===== src/rtl/wdt_timer_prog_if.sv =====
// wdt_timer_prog_if: control/status bundle of the programmable watchdog timer.
// Carries the optional warn output when WDT_WARN_EN is defined.
interface wdt_timer_prog_if #(parameter int TICK_W = 16);
  logic              count;
  logic              kick;
  logic              load;
  logic [TICK_W-1:0] load_val;
  logic              periodic;
  logic              clr_expired;
  logic [TICK_W-1:0] tick_cnt;
  logic              timeout;
  logic              expired;
`ifdef WDT_WARN_EN
  logic              warn;
`endif
  modport master (
    output count, kick, load, load_val, periodic, clr_expired,
    input `ifdef WDT_WARN_EN warn, `endif tick_cnt, timeout, expired
  );
  modport slave (
    input count, kick, load, load_val, periodic, clr_expired,
    output `ifdef WDT_WARN_EN warn, `endif tick_cnt, timeout, expired
  );
endinterface


===== src/rtl/wdt_timer_prog.sv =====
// wdt_timer_prog: prescaled, runtime-loadable watchdog tick counter (one-shot/periodic).
// Optional WDT_WARN_EN adds a registered early-warning output.
module wdt_timer_prog #(
  parameter int CLK_DIV      = 50000,
  parameter int PRESC_W      = 16,
  parameter int TICK_W       = 16,
  parameter int DEFAULT_LOAD = 100
`ifdef WDT_WARN_EN
  , parameter int WARN_TICKS = 10
`endif
) (
  input logic clk,
  input logic rst,
  wdt_timer_prog_if.slave bus
);
  typedef enum logic [1:0] {IDLE, RUN, EXPIRED} stateT;
  stateT state, stateNext;
  logic [PRESC_W-1:0] presc, prescNext;
  logic [TICK_W-1:0] tickCnt, tickCntNext, term, termNext;
  logic timeoutQ, timeoutNext, expiredQ, expiredNext;
  logic tick, terminal;
  assign tick     = bus.count && state != EXPIRED && presc == PRESC_W'(CLK_DIV - 1);
  assign terminal = tick && tickCnt >= term - TICK_W'(1);
  // Kick overrides everything on its edge, including a coincident terminal tick.
  always_comb begin
    stateNext   = state;
    prescNext   = presc;
    tickCntNext = tickCnt;
    timeoutNext = 1'b0;
    expiredNext = expiredQ & ~bus.clr_expired;
    termNext    = bus.load ? (bus.load_val == '0 ? TICK_W'(1) : bus.load_val) : term;
    if (bus.kick) begin
      prescNext   = '0;
      tickCntNext = '0;
      stateNext   = bus.count ? RUN : IDLE;
    end else begin
      if (bus.count && state != EXPIRED) prescNext = tick ? '0 : presc + PRESC_W'(1);
      if (tick) tickCntNext = tickCnt + TICK_W'(1);
      if (state == IDLE && bus.count) stateNext = RUN;
      if (state == EXPIRED && bus.clr_expired) stateNext = IDLE;
      if (terminal) begin
        timeoutNext = 1'b1;
        expiredNext = 1'b1;
        tickCntNext = bus.periodic ? '0 : term;
        stateNext   = bus.periodic ? RUN : EXPIRED;
      end
    end
  end
  always_ff @(posedge clk or negedge rst) begin
    if (!rst) begin
      state    <= IDLE;
      presc    <= '0;
      tickCnt  <= '0;
      term     <= TICK_W'(DEFAULT_LOAD);
      timeoutQ <= 1'b0;
      expiredQ <= 1'b0;
    end else begin
      state    <= stateNext;
      presc    <= prescNext;
      tickCnt  <= tickCntNext;
      term     <= termNext;
      timeoutQ <= timeoutNext;
      expiredQ <= expiredNext;
    end
  end
  assign bus.tick_cnt = tickCnt;
  assign bus.timeout  = timeoutQ;
  assign bus.expired  = expiredQ;
`ifdef WDT_WARN_EN
  logic [TICK_W-1:0] warnThr;
  logic warnQ, warnNext;
  // Evaluated on next-state values so warn lines up with the tick_cnt it refers to.
  assign warnThr  = term > TICK_W'(WARN_TICKS) ? term - TICK_W'(WARN_TICKS) : '0;
  assign warnNext = stateNext == RUN && !bus.kick && !terminal && tickCntNext >= warnThr;
  always_ff @(posedge clk or negedge rst) begin
    if (!rst) warnQ <= 1'b0;
    else warnQ <= warnNext;
  end
  assign bus.warn = warnQ;
`endif
endmodule


===== src/flat_wrapper.sv =====
// flat-port wrapper written by rule: the top's interface ports become plain ports
module wdt_timer_prog_flat 
#(
  parameter int CLK_DIV      = 50000,
  parameter int PRESC_W      = 16,
  parameter int TICK_W       = 16,
  parameter int DEFAULT_LOAD = 100

)
  (clk, rst, bus_count, bus_kick, bus_load, bus_load_val, bus_periodic, bus_clr_expired, bus_tick_cnt, bus_timeout, bus_expired);
  wdt_timer_prog_if #(.TICK_W(TICK_W)) bus_i ();
  input logic clk;
  input logic rst;
  input wire logic [$bits(bus_i.count)-1:0] bus_count;
  input wire logic [$bits(bus_i.kick)-1:0] bus_kick;
  input wire logic [$bits(bus_i.load)-1:0] bus_load;
  input wire logic [$bits(bus_i.load_val)-1:0] bus_load_val;
  input wire logic [$bits(bus_i.periodic)-1:0] bus_periodic;
  input wire logic [$bits(bus_i.clr_expired)-1:0] bus_clr_expired;
  output wire logic [$bits(bus_i.tick_cnt)-1:0] bus_tick_cnt;
  output wire logic [$bits(bus_i.timeout)-1:0] bus_timeout;
  output wire logic [$bits(bus_i.expired)-1:0] bus_expired;
  assign bus_i.count = bus_count;
  assign bus_i.kick = bus_kick;
  assign bus_i.load = bus_load;
  assign bus_i.load_val = bus_load_val;
  assign bus_i.periodic = bus_periodic;
  assign bus_i.clr_expired = bus_clr_expired;
  assign bus_tick_cnt = bus_i.tick_cnt;
  assign bus_timeout = bus_i.timeout;
  assign bus_expired = bus_i.expired;
  wdt_timer_prog #(.CLK_DIV(CLK_DIV), .PRESC_W(PRESC_W), .TICK_W(TICK_W), .DEFAULT_LOAD(DEFAULT_LOAD)) u_core (.clk(clk), .rst(rst), .bus(bus_i));
endmodule

===== config.mk =====
export PLATFORM = sky130hd
export DESIGN_NAME = wdt_timer_prog_flat
export DESIGN_NICKNAME = d
export VERILOG_FILES = /design/src/rtl/wdt_timer_prog_if.sv /design/src/rtl/wdt_timer_prog.sv /design/src/flat_wrapper.sv
export SDC_FILE = /design/constraint.sdc
export NUM_CORES = 1
export LEC_CHECK = 0
export CAP_MARGIN = 0
export CORE_UTILIZATION = 61
export CTS_BUF_LIST = sky130_fd_sc_hd__clkbuf_4 sky130_fd_sc_hd__clkbuf_8
export CTS_CLUSTER_DIAMETER = 30
export CTS_CLUSTER_SIZE = 14
export DETAILED_ROUTE_END_ITERATION = 8
export GPL_ROUTABILITY_DRIVEN = 0
export GPL_TIMING_DRIVEN = 0
export PLACE_DENSITY = 0.95
export SLEW_MARGIN = 0
export SYNTH_ARGS = -nofsm -noshare
export SYNTH_HDL_FRONTEND = slang
export SYNTH_SLANG_ARGS = --single-unit

===== constraint.sdc =====
create_clock -name clk -period 10.15 [get_ports clk]
set_input_delay 1.5225 -clock clk [delete_from_list [all_inputs] [get_ports clk]]
set_output_delay 1.5225 -clock clk [all_outputs]
set_load 0.01 [all_outputs]

Word-level counts from Yosys, hierarchy flattened --
Index checks and enable logic that the tools add are counted.
Storage, ports and cells: bits of input ports 23, register bits after elaboration 52, word-level logic and storage cells 43, output and inout port bits 18
Operators by class: eq/ne operators 3, reduce and logical (&&, ||, !) cells 10, magnitude comparators 1, add/sub/neg operators 3, bitwise gates (word level) 2, mux-type cells 18
Operators by type and width (count):
- $mux 16 | 8
- $add 16x1->16 const B | 2
- $eq 16x16->1 const B | 1
- $ge 16x16->1 | 1
- $logic_not 16->1 | 1
- $sub 16x1->16 const B | 1
- $mux 2 | 5
- $logic_and 1x1->1 | 5
- $mux 1 | 5
- $reduce_bool 4->1 | 1
- $reduce_bool 3->1 | 1
- $eq 2x2->1 const B | 1
- $logic_not 2->1 | 1
- $ne 2x2->1 const B | 1
- $reduce_bool 2->1 | 1
- $and 1x1->1 | 1
- $not 1->1 | 1

Logic depth before layout (Yosys ltp) --
Gate-level depths: netlist of the first run.
word-level depth 6, mapped depth 13, gate-level depth less buffers 12

Least setup slack after synthesis of the first run --
No wires, ideal clock.
path kind flip-flop to flip-flop, start reg u_core.term[3], end reg u_core.tickCnt[1] (netlist: u_core.bus.tick_cnt[1]), stages on the path, launching flop included 14, period minus slack after synthesis 3.393 ns, data arrival time 3.272 ns, setup slack 6.757 ns, setup time 0.121 ns, cells stage by stage dfrtp_1 > or3_1 > nor2_1 > nand2_1 > nor3_1 > xnor2_1 > ha_1 > nand4_1 > a211o_1 > o31a_1 > a31oi_1 > buf_4 > mux2_2 > a22o_1
Between the ends: longest elaborated chain between the ends 5, elaborated cells between the ends (all ways) 6, those cells by class add/sub: 1; order compare: 1; mux: 2; reduce/logical: 2
Ends and longest elaborated chain:
- start: declaration | RTL line wdt_timer_prog.sv:19 | logic [TICK_W-1:0] tickCnt, tickCntNext, term, termNext;
- start signal: assignment | RTL line wdt_timer_prog.sv:54 | term <= TICK_W'(DEFAULT_LOAD);
- start signal: assignment | RTL line wdt_timer_prog.sv:61 | term <= termNext;
- $sub 16x1->16 * | RTL line wdt_timer_prog.sv:23 | assign terminal = tick && tickCnt >= term - TICK_W'(1);
- $ge 16x16->1 * | RTL line wdt_timer_prog.sv:23
- $logic_and 1x1->1 * | RTL line wdt_timer_prog.sv:23
- $mux 16 | RTL line wdt_timer_prog.sv:41 | if (terminal) begin
- $mux 16 | RTL line wdt_timer_prog.sv:32 | if (bus.kick) begin
- end signal: assignment | RTL line wdt_timer_prog.sv:60 | tickCnt <= tickCntNext;
- end: declaration | RTL line wdt_timer_prog.sv:19
Mark *: on every way between the ends. The rest lies on a longest branch, timed or not. A chain may end at the register's enable or synchronous reset.

Worst setup path after layout of the first run --
start reg u_core.term[8], end reg u_core.tickCnt[11] (netlist: u_core.bus.tick_cnt[11])
Same word-level chain as after synthesis.

==> run metrics, run 1 <==
number of buffers added on ports=39; leakage power total=1.60 nW; overall track demand over capacity in global routing=between 30% and 40%; proportion of synthesized flip-flops having asynchronous set or reset=100%; critical path data required time=10.38 ns; hold path cells=1; number of buffers added by the clock tree synthesis step=5; global-route wire length before repair=between 10000 and 15000 um; Cells after DPL=469; Avg WL per Cell=17.6 um; Clock Skews=just under 0.007 ns; residual overflow from global routing=0; die area=0.00581 mm2; Highest Clock Rate=259 MHz; sequential area share after synthesis=38.8%; share of final-layout standard cells stronger than drive strength 1=approximately 8.6%; ratio of total power to cell area=105 mW/mm2; setup repair after global routing missed its margin=false; type of the worst min-delay path=register to register; maximum buffer depth of the clock tree=2; synthesized instance count=359; Clk Tree Root Cell=sky130_fd_sc_hd__clkbuf_8; vias in the first global route=3008; worst ir drop on vdd=0.0805 mV; placed standard-cell area=around 0.0039 mm2; overall power consumption=0.413 mW; largest fanout on the critical path=10; core area=0.00520 mm2; number of flops mapped to enable cells by yosys=0; height of the chip=76.2 um; number of diodes=0; initial antenna violation count=0; final setup vio count=0; shortest clock period the worst path allows after layout=between 3 and 4 ns; post-layout instance area=between 0.003 and 0.004 mm2; P&R area growth vs syn=17.4%; highest-count cells in the layout ignoring fill and taps=sky130_fd_sc_hd__dfrtp_1, sky130_fd_sc_hd__clkdlybuf4s50_1, sky130_fd_sc_hd__nor2_1, sky130_fd_sc_hd__nand2_1, sky130_fd_sc_hd__ha_1; Worst Reg-to-Reg Cells=12; post-synthesis instance area=between 0.003 and 0.004 mm2; max incr delay on CP=approximately 0.45 ns; width of the chip=76.2 um; leading cell type in the layout, fill and taps excluded=sky130_fd_sc_hd__dfrtp_1; Max transition margin=around three fifths; Iteration-0 DRC Markers=about 340; maximum number of pins on one net before global-route repair=31; pin slew with the least headroom to its limit=0.620 ns; predominant post-synthesis flop cell=sky130_fd_sc_hd__dfrtp_1; number of distinct library cell variants in the gate-level netlist after synthesis=51; net count of the finished layout=448; final antenna-violating net count=0; Syn. warnings=0; top cells by area, synth=sky130_fd_sc_hd__dfrtp_1, sky130_fd_sc_hd__ha_1, sky130_fd_sc_hd__mux2_2; non-filler instance count after layout=roughly 480; area share of the leading cell type in the synthesized netlist=roughly 36%; Fin. Hold Viols=0; status=complete, no violations; number of levels in the clock H-tree=2; kind of end point of the critical path=register; clock tree from TritonCTS=yes; Routed WL=8380 um; Critical Setup Path Class=register to register; # DRC=0; arrival time at the worst endpoint=4.09 ns; Post-Synthesis Mean Instance Area=about 9.4 um2; cts hold-fix bufs=0; crit path launch type=register; synthesized net count=401; share of the clock period used by the worst path=38.0%; worst hold slack across all endpoints=0.519 ns; largest area contributor in the synthesized netlist=sky130_fd_sc_hd__dfrtp_1; clock network latency to the later pin of the worst-skew pair=0.31 ns; chain of cells forming the critical path=or3_1, nor3_1, nand3_1, nor3_1, xnor2_1, ha_1, and4_1, a31oi_1, nand3_1, buf_2, nand3b_1, a31oi_1; number of synthesized register bits=52; Setup TNS Final=0 ns; TritonCTS sink count=52; DR pass1 iterations=7; total half-perimeter wirelength after legalization and detailed placement=6280 um; Initial Utilization=64.5%; post-CTS setup buffers=0; detailed-route via count=3064; total I/O pin count=41; critical-path cell with the highest stage delay=sky130_fd_sc_hd__dfrtp_1; row count=26; register clock-pin slew on the reported worst setup and hold paths=around 0.08 ns; max-cap violations=0; post-cts repair resize count=0; detail-routed via count per cell=6.42; Final Slew Violations=0
-- power breakdown --
group          total [mW]  switching, mW  internal [mW]
Clock               0.122         0.0647         0.0571
Sequential          0.231         0.0144          0.216
Combinational      0.0602         0.0299         0.0304
Total               0.413          0.109          0.304
-- cell usage after synthesis (11+ instances only) --
library cell,instances
sky130_fd_sc_hd__nor2_1,36
sky130_fd_sc_hd__or3_1,11
sky130_fd_sc_hd__a21oi_1,11
sky130_fd_sc_hd__mux2_2,16
sky130_fd_sc_hd__nand2_1,36
sky130_fd_sc_hd__nand3_1,11
sky130_fd_sc_hd__xnor2_1,16
sky130_fd_sc_hd__o21ai_0,11
sky130_fd_sc_hd__ha_1,19
sky130_fd_sc_hd__xor2_1,16
sky130_fd_sc_hd__nor3_1,13
sky130_fd_sc_hd__nand4_1,12
sky130_fd_sc_hd__dfrtp_1,49
-- per-stage QoR --
| stage | utilization (%) | worst slack [ns] |
|---|---|---|
| final | 75.8 | 6.29 |
| after global routing | 75.8 | 6.00 |
| after CTS | 75.8 | 6.36 |
| after detailed placement | 74.0 | 6.39 |
| after global placement | 73.7 | 6.07 |
| after floorplan | - | 6.76 |
-- per-layer routing --
layer	GRT usage (%)	vias to the layer above	part of all wire, %
met5	0	-	0
met1	37.3	1450	41
met4	13.1	0	2.9
met3	5.99	39	7.5
li1	-	1410	-
met2	51.4	165	49
-- registers in the layout, indices dropped and copies added (netlist names) --
register / count
u_core.state: 2
u_core.bus.tick_cnt: 16
u_core.term: 16
u_core.presc: 16
u_core.bus.expired: 1
u_core.bus.timeout: 1
-- logic make-up after synthesis --
kind of cell | count (synthesis) | share of synthesized area [%]
simple gates | 157 | 23.8
compound gates | 57 | 12.0
flops | 52 | 38.8
xor+xnor | 32 | 8.34
mux | 23 | 7.45
buf+inv | 19 | 2.50
fa+ha+maj | 19 | 7.08
-- worst paths after layout --
kind | from | end | slack [ns]
worst max-delay path | u_core.term[8]$_DFFE_PN0P_ | u_core.bus.tick_cnt[11]$_DFFE_PN0P_ | 6.29
max in group asynchronous | rst | u_core.term[5]$_DFFE_PN1P_ | 8.36
min in group asynchronous | rst | u_core.presc[7]$_DFFE_PN0P_ | 1.19
worst min-delay path | u_core.bus.expired$_DFF_PN0_ | u_core.bus.expired$_DFF_PN0_ | 0.52
worst min register to register | u_core.bus.expired$_DFF_PN0_ | u_core.bus.expired$_DFF_PN0_ | 0.52
worst max register to register | u_core.term[8]$_DFFE_PN0P_ | u_core.bus.tick_cnt[11]$_DFFE_PN0P_ | 6.29
-- final cells by class --
cell class | instances | area [um2]
plain buffers | 10 | 50.0
clock buffers | 8 | 91.3
fillers | 360 | 1260
inverters | 9 | 33.8
multi-input cells | 288 | 1970
flip-flops and latches | 52 | 1310
well taps | 70 | 87.6
repair buffers | 40 | 405
-- worst max-delay path: cells and delay by family, from the launching register on --
kind,cells,cell delay [ns]
and+or+nand+nor,7,1.93
AOI/OAI and AO/OA,2,0.64
DFF,1,0.45
buffers and inverters,1,0.32
adders and majority gates,1,0.27
xor gates and xnor gates,1,0.16
No activity file was read; power rests on OpenSTA's default activity.
==> inputs of run 2 (changes only) <==
--- a/config.mk
+++ b/config.mk
@@ -6,14 +6,14 @@
 export NUM_CORES = 1
 export LEC_CHECK = 0
 export CAP_MARGIN = 0
-export CORE_UTILIZATION = 61
+export CORE_UTILIZATION = 52
 export CTS_BUF_LIST = sky130_fd_sc_hd__clkbuf_4 sky130_fd_sc_hd__clkbuf_8
 export CTS_CLUSTER_DIAMETER = 30
 export CTS_CLUSTER_SIZE = 14
 export DETAILED_ROUTE_END_ITERATION = 8
 export GPL_ROUTABILITY_DRIVEN = 0
 export GPL_TIMING_DRIVEN = 0
-export PLACE_DENSITY = 0.95
+export PLACE_DENSITY = 0.87
 export SLEW_MARGIN = 0
 export SYNTH_ARGS = -nofsm -noshare
 export SYNTH_HDL_FRONTEND = slang
==> constraint.sdc (replaced) <==
create_clock -name clk -period 3.5 [get_ports clk]
set_input_delay 0.525 -clock clk [delete_from_list [all_inputs] [get_ports clk]]
set_output_delay 0.525 -clock clk [all_outputs]
set_load 0.01 [all_outputs]
==> run 2 against run 1 <==
Effect of this change: the run now ends with setup timing left; register-to-register slack lost 6.5 ns; critical path depth grew 2; core utilization shrank 6.0 points; first-iteration DRC count grew 23%; maximum frequency grew 3.3%; critical path type unchanged; largest power group unchanged; highest routed layer unchanged.
==> run metrics, run 2 (synthesis results as in run 1) <==
leakage power total=1.73 nW; worst ir drop on vdd=approximately 0.3 mV; leading cell type in the layout, fill and taps excluded=sky130_fd_sc_hd__dfrtp_1; crit path launch type=register; violated checks=setup timing; share of final-layout standard cells stronger than drive strength 1=16.0%; placed standard-cell area=0.00386 mm2; internal reg-to-reg setup slack=-0.24 ns; shortest clock period the worst path allows after layout=3.74 ns; row count=28; global-route wire length before repair=14500 um; arrival time at the worst endpoint=3.92 ns; width of the chip=82.4 um; number of levels in the clock H-tree=2; die area=0.00679 mm2; CP Launch Point=u_core.term[7]$_DFFE_PN0P_; maximum number of pins on one net before global-route repair=39; kind of end point of the critical path=register; register clock-pin slew on the reported worst setup and hold paths=about 0.09 ns; Fin. Hold Viols=0; Avg WL per Cell=19.7 um; number of buffers added by the clock tree synthesis step=5; pin slew with the least headroom to its limit=between 0.6 and 0.7 ns; highest-count cells in the layout ignoring fill and taps=sky130_fd_sc_hd__dfrtp_1, sky130_fd_sc_hd__clkdlybuf4s50_1, sky130_fd_sc_hd__nor2_1, sky130_fd_sc_hd__nand2_1, sky130_fd_sc_hd__ha_1; maximum buffer depth of the clock tree=2; Clock Skews=0.0192 ns; core area=0.00606 mm2; DR pass1 iterations=5; vias in the first global route=between 2000 and 3000; Initial Utilization=55.4%; final setup vio count=19; number of diodes=0; initial antenna violation count=0; max-cap violations=0; total I/O pin count=41; status=complete, but fails checks; net count of the finished layout=466; # DRC=0; clock network latency to the later pin of the worst-skew pair=0.32 ns; setup slack at placement=-0.231 ns; detailed-route via count=3210; type of the worst min-delay path=primary input to async pin; Critical Setup Path Class=register to register; total half-perimeter wirelength after legalization and detailed placement=6290 um; residual overflow from global routing=0; height of the chip=82.4 um; largest fanout on the critical path=6; final antenna-violating net count=0; number of buffers added on ports=39; setup repair after global routing missed its margin=true; overall track demand over capacity in global routing=28.6%; P&R area growth vs syn=25.8%; count of filler cells inserted in the layout=444; max incr delay on CP=0.43 ns; post-layout instance area=0.00423 mm2; Worst Reg-to-Reg Cells=14; critical-path cell with the highest stage delay=sky130_fd_sc_hd__dfrtp_2; detail-routed via count per cell=6.42; Routed WL=around 9900 um; endpoint of the worst-slack reg-to-reg timing path=u_core.bus.tick_cnt[3]$_DFFE_PN0P_; clock tree from TritonCTS=yes; Final Slew Violations=0; Iteration-0 DRC Markers=420; Top delay family on crit path=simple AND/OR/NAND/NOR gates; ratio of total power to cell area=300 mW/mm2; Highest Clock Rate=268 MHz; critical register-to-register path startpoint=u_core.term[7]$_DFFE_PN0P_; Max transition margin=55.7%; TritonCTS sink count=52; CP Buf/Inv Count=2; Clk Tree Root Cell=sky130_fd_sc_hd__clkbuf_8; chain of cells forming the critical path=or3_4, nor3_4, buf_6, nand3_4, nor3_4, xnor2_1, ha_1, a211o_1, o211ai_1, o31a_1, buf_4, nand3_4, and3_1, or3_1; worst setup slack after layout=-0.237 ns; share of the clock period used by the worst path=107%; critical path data required time=approximately 3.7 ns
[run 2: repair_timing]
action,in CTS,in global routing
pin swaps,2,19
gates resized for setup,14,17
hold buffers,0,0
hold endpoints to repair,0,0
endpoints found under the setup margin,18,20
buffers inserted,5,11
cloned,0,2
[run 2: worst max-delay path by stage]
stage / to / slack, ns / cells after the start
2_1_floorplan: u_core.bus.tick_cnt[1]$_DFFE_PN0P_ / 0.11 / 13
3_3_place_gp: u_core.bus.tick_cnt[1]$_DFFE_PN0P_ / -0.16 / 13
3_5_place_dp: u_core.bus.tick_cnt[1]$_DFFE_PN0P_ / -0.23 / 13
4_1_cts: u_core.bus.tick_cnt[1]$_DFFE_PN0P_ / 0.002 / 13
5_1_grt: u_core.bus.tick_cnt[3]$_DFFE_PN0P_ / -0.29 / 14
6_report: u_core.bus.tick_cnt[3]$_DFFE_PN0P_ / -0.24 / 14
[run 2: cell type report]
cell class	instances	area [um2]	area share, %
inverter	9	33.8	0.799
multi-input combinational	289	2100	49.6
clock inverter	1	7.51	0.178
buffer	10	56.3	1.33
clock buffer	7	90.1	2.13
sequential	52	1310	30.9
tap	75	93.8	2.22
timing repair buffer	57	541	12.8
[run 2: power by group]
group	switching (mW)	total [mW]	internal (mW)
logic	0.106	0.212	0.106
clock network	0.210	0.379	0.169
registers	0.0489	0.676	0.627
[run 2: worst register-to-register path, stage by stage, from the launching register on]
cell	delay, ns
sky130_fd_sc_hd__dfrtp_2	0.43
sky130_fd_sc_hd__or3_4	0.42
sky130_fd_sc_hd__nor3_4	0.19
sky130_fd_sc_hd__buf_6	0.14
sky130_fd_sc_hd__nand3_4	0.11
sky130_fd_sc_hd__nor3_4	0.22
sky130_fd_sc_hd__xnor2_1	0.11
sky130_fd_sc_hd__ha_1	0.34
sky130_fd_sc_hd__a211o_1	0.29
sky130_fd_sc_hd__o211ai_1	0.14
sky130_fd_sc_hd__o31a_1	0.35
sky130_fd_sc_hd__buf_4	0.19
sky130_fd_sc_hd__nand3_4	0.11
sky130_fd_sc_hd__and3_1	0.22
sky130_fd_sc_hd__or3_1	0.35
[run 2: through the flow]
| step | TNS, ns | hold slack, ns | util (%) | total power, mW | instances |
|---|---|---|---|---|---|
| 6_report | -2.17 | 0.0972 | 69.7 | 1.27 | 500 |
| 2_1_floorplan | 0 | 0.229 | - | 0.764 | 359 |
| 3_3_place_gp | -0.285 | 0.471 | 63.4 | 0.838 | 473 |
| 5_1_grt | -4.15 | 0.123 | 69.7 | 1.31 | 500 |
| 3_5_place_dp | -1.42 | 0.452 | 63.7 | 0.851 | 474 |
| 4_1_cts | 0 | 0.112 | 66.9 | 1.23 | 487 |
[run 2: per-layer routing]
layer	routed length, um	GRT usage (%)	vias to the layer above
li1	-	-	1444
met1	4060	37.8	1561
met2	4720	45.9	174
met3	761	5.71	31
met4	308	10.7	0
met5	0	0	-
